## src/rtl/sysid_period_timer.sv

```systemverilog
// Free-running period counter; tick pulses for one cycle each time the counter wraps.
module sysid_period_timer #(
    parameter int unsigned CHECK_PERIOD = 1000000
) (
    input  logic clock,
    input  logic reset,
    output logic tick
);

    localparam int unsigned CNT_W = (CHECK_PERIOD > 1) ? $clog2(CHECK_PERIOD) : 1;
    localparam logic [CNT_W-1:0] LAST = CNT_W'(CHECK_PERIOD - 1);

    logic [CNT_W-1:0] count;
    logic             wrap_c;

    assign wrap_c = (count == LAST);

    // Count 0..CHECK_PERIOD-1 and register the wrap as a one-cycle tick.
    always_ff @(posedge clock) begin
        if (reset) begin
            count <= '0;
            tick  <= 1'b0;
        end else begin
            tick  <= wrap_c;
            count <= wrap_c ? '0 : count + CNT_W'(1);
        end
    end

endmodule

```

## config.mk

```make
export PLATFORM = sky130hd
export DESIGN_NAME = sysid_period_timer
export DESIGN_NICKNAME = d
export VERILOG_FILES = /design/src/rtl/sysid_period_timer.sv
export SDC_FILE = /design/constraint.sdc
export NUM_CORES = 1
export LEC_CHECK = 0
export ABC_AREA = 1
export CORE_MARGIN = 2
export CORE_UTILIZATION = 60
export CTS_BUF_LIST = sky130_fd_sc_hd__clkbuf_8
export CTS_CLUSTER_SIZE = 30
export DETAILED_ROUTE_END_ITERATION = 7
export GPL_TIMING_DRIVEN = 0
export PLACE_DENSITY = 0.82
export SYNTH_ARGS = -nofsm -noshare
export SYNTH_HDL_FRONTEND = slang
export SYNTH_SLANG_ARGS = --single-unit
```

## constraint.sdc

```tcl
create_clock -name clock -period 1.75 [get_ports clock]
set_input_delay 0.175 -clock clock [delete_from_list [all_inputs] [get_ports clock]]
set_output_delay 0.175 -clock clock [all_outputs]
set_load 0.02 [all_outputs]
```

==> results of run 1 <==
cells in the final DEF (no fill, tap or decap), drive strengths merged:
master         instances
nor2                  39
clkdlybuf4s50          2
nand4                  2
nand3b                 3
dfxtp                 21
xor2                   2
or2                    1
a21oi                  9
o21bai                 1
xnor2                  5
inv                   15
and2                   1
ha                     1
nand3                 10
nor3                   1
clkbuf                 3
o21ai                  3
nand2                 39
buf                    2
final cells by class:
type                    instances  area share, %
multi-input cells             117          49.57
flip-flops and latches         21          35.82
inverters                      14          4.478
clock buffers                   3          3.518
well taps                      25          2.665
plain buffers                   2          1.919
repair buffers                  2          1.706
clock inverters                 1         0.3198
critical path, delay by kind of cell (launching register included):
family	cells	cell delay (ns)
simple gates	4	0.54
fa+ha+maj	1	0.23
flops	1	0.38
compound gates	1	0.07
buf+inv	1	0.16
power groups by stage:
stage	Clock (mW)	Combinational [mW]	Sequential [mW]
2_1_floorplan	0	0.0224	0.499
3_3_place_gp	0	0.0290	0.500
3_5_place_dp	0	0.0302	0.501
4_1_cts	0.318	0.0304	0.489
5_1_grt	0.341	0.0353	0.490
6_report	0.312	0.0299	0.489
path summary, 6_finish.rpt:
path | startpoint | endpoint | slack, ns | depth (start not counted)
min reg2reg | count[19] | count[19] | 0.48 | 2
max reg2reg | count[0] | count[14] | 0.26 | 7
max | count[0] | count[14] | 0.26 | 7
min | reset | tick | 0.46 | 2
routing by layer:
| metal | track usage [%] | vias to the layer above | part of all wire (%) |
|---|---|---|---|
| met1 | 30.00 | 416 | 47 |
| met2 | 40.83 | 23 | 48 |
| met5 | 0 | - | 0 |
| met3 | 4.706 | 4 | 3.6 |
| li1 | - | 496 | - |
| met4 | 10.29 | 0 | 1.4 |
Yosys cell counts, drive strengths merged, types with 2 or more instances:
cell type,number,area share [%]
inv,14,4.9
a21oi,9,4.2
xnor2,5,4.1
nand3b,3,2.1
nand2,39,14
nand4,2,1.2
nand3,10,4.6
o21ai,3,1.4
xor2,2,1.6
dfxtp,21,39
nor2,39,17
buf,2,2.1
flip-flops by register name, indices dropped and copies added (netlist names):
name and cells:
count 20, tick 1
stage by stage:
step	setup slack, ns	hold WS [ns]	area (sq um)	total power [mW]	util, %
2_1_floorplan	0.4853	0.2474	1077	0.5217	-
6_report	0.2593	0.4627	1174	0.8310	68.72
3_5_place_dp	0.2936	0.4623	1129	0.5308	66.08
3_3_place_gp	0.3385	0.4403	1129	0.5289	66.08
5_1_grt	0.1099	0.5041	1174	0.8666	68.72
4_1_cts	0.2822	0.4693	1174	0.8377	68.72
cell families after synthesis:
logic type | count (synthesis) | share of synthesized area, %
compound gates | 13 | 6.271
xor+xnor | 7 | 5.691
fa+ha+maj | 1 | 1.161
buf+inv | 16 | 6.968
flops | 21 | 39.02
simple gates | 96 | 40.88
==> impl_results.md, run 1 <==
- Synthesized instance count: about 150
- Maximum clock rate: roughly 0.67 GHz
- DRT iter0 DRCs: 47
- Synthesized flop and latch total: 21
- First-pass GRT wire length: roughly 3.7 mm
- Antenna diodes: 0
- # port buffers: 2
- Register area: 420.4 sq um
- Power density cells: a little over 700 mW/mm^2
- Die Span Y: between 40 and 50 microns
- RSZ-0062 raised after global routing: false
- Clk buf depth: 2
- CTS tree: built
- Latest clock arrival within the worst-skew pair: 0.26 ns
- Critical path peak fanout: 10
- Die ar.: 0.002151 sq mm
- Most used cell, CP: nand3_1
- Final wirelength: between 2 and 2.5 mm
- Area Overhead vs Synth: 8.944%
- Die W: about 46 microns
- P_leak: 0.3414 nW
- Slew Viols, Final: 0
- Yosys warns: 0
- Slowest cell on crit path: dfxtp_1
- Crit share post-route: 85.18%
- Fin cells: between 150 and 200
- Mean Syn Cell Area: around 7.0 sq um
- Number of synthesized flops with an enable pin: 0
- Global route overflow: 0
- Std cell rows: 15
- Psw: roughly 0.18 mW
- Final hold vios: 0
- Placed Cells: 181
- TritonCTS sink count: 21
- Startpoint types: flip-flop
- Htree depth: 1
- Vias per inst: 5.076
- Vias in the first global route: just under 900
- Slew headroom: about four fifths
- Placer Congestion: 0.8582
- Final setup viols: 0
- CTS clock-pin slew for the worst setup and hold paths: 0.07 ns
- Hold bufs inserted after CTS: 0
- Post-DP HPWL: about 1.6 mm
- CP arrival: approximately 1.6 ns
- Via count: roughly 940
- DRT antenna net count: 0
- Slew @ Worst Pin: approximately 0.29 ns
- NumNets Final: around 160
- Maximum vdd drop: around 0.00065 V
- Largest net degree at the start of global routing: 12
- Sw frac: between 20 and 25%
- Clock power share: 37.5%
- Syn_nets: about 160
- CORE AREA: about 0.0017 sq mm
- Critical Path Sink Type: flip-flop
- Unique masters post-synth: 22
- Post-Syn Area: approximately 0.0011 sq mm
- Cell-internal power: 0.6527 mW
- Cells along the critical path: ha_1 -> nand3_1 -> nor2_1 -> nand3_1 -> nand2_1 -> buf_6 -> a21oi_1
- Starting Density: approximately 63%
- Sequential area share after synthesis: 39.02%
- Cts repair resizes: 0
- Root buffer cell: clkbuf_8
- Antenna violations before repair: 0
- Filler cells: 140
- Post-CTS Setup Bufs: 0
- Skew final: 0.001300 ns
- All-Layer GR Usage: around a quarter
- Logic pwr share: under 10%
- Synth async-reset ratio: 0%
- CP required: roughly 1.9 ns
- Status: completed
- Setup TNS: 0 ns
- Top_reg_cell synth: dfxtp_1
- Slowest stage delay, CP: between 0.3 and 0.4 ns
- DRC violations left: 0
- Top Ports: 3
- Sequential Power Share: 58.9%
- DR pass1 iterations: 4
- Share of cells above drive strength 1: a little over a tenth
- Hold Path Class: in -> reg
- Type of the worst setup path: reg -> reg
- MaxCap Viol Count: 0
- Final min period: ~1.5 ns
- Area of the multi-input gates: between 500 and 600 sq um
- CTS buffer count: 3
- Routed length per placed instance: 11.57 microns
Note: power is estimated with default switching activity, not from simulation.
==> run 2: changes to the inputs <==
- SLEW_MARGIN: not set -> 20
==> results of run 2 <==
Final layout, timing and power as in run 1 (identical DEF).
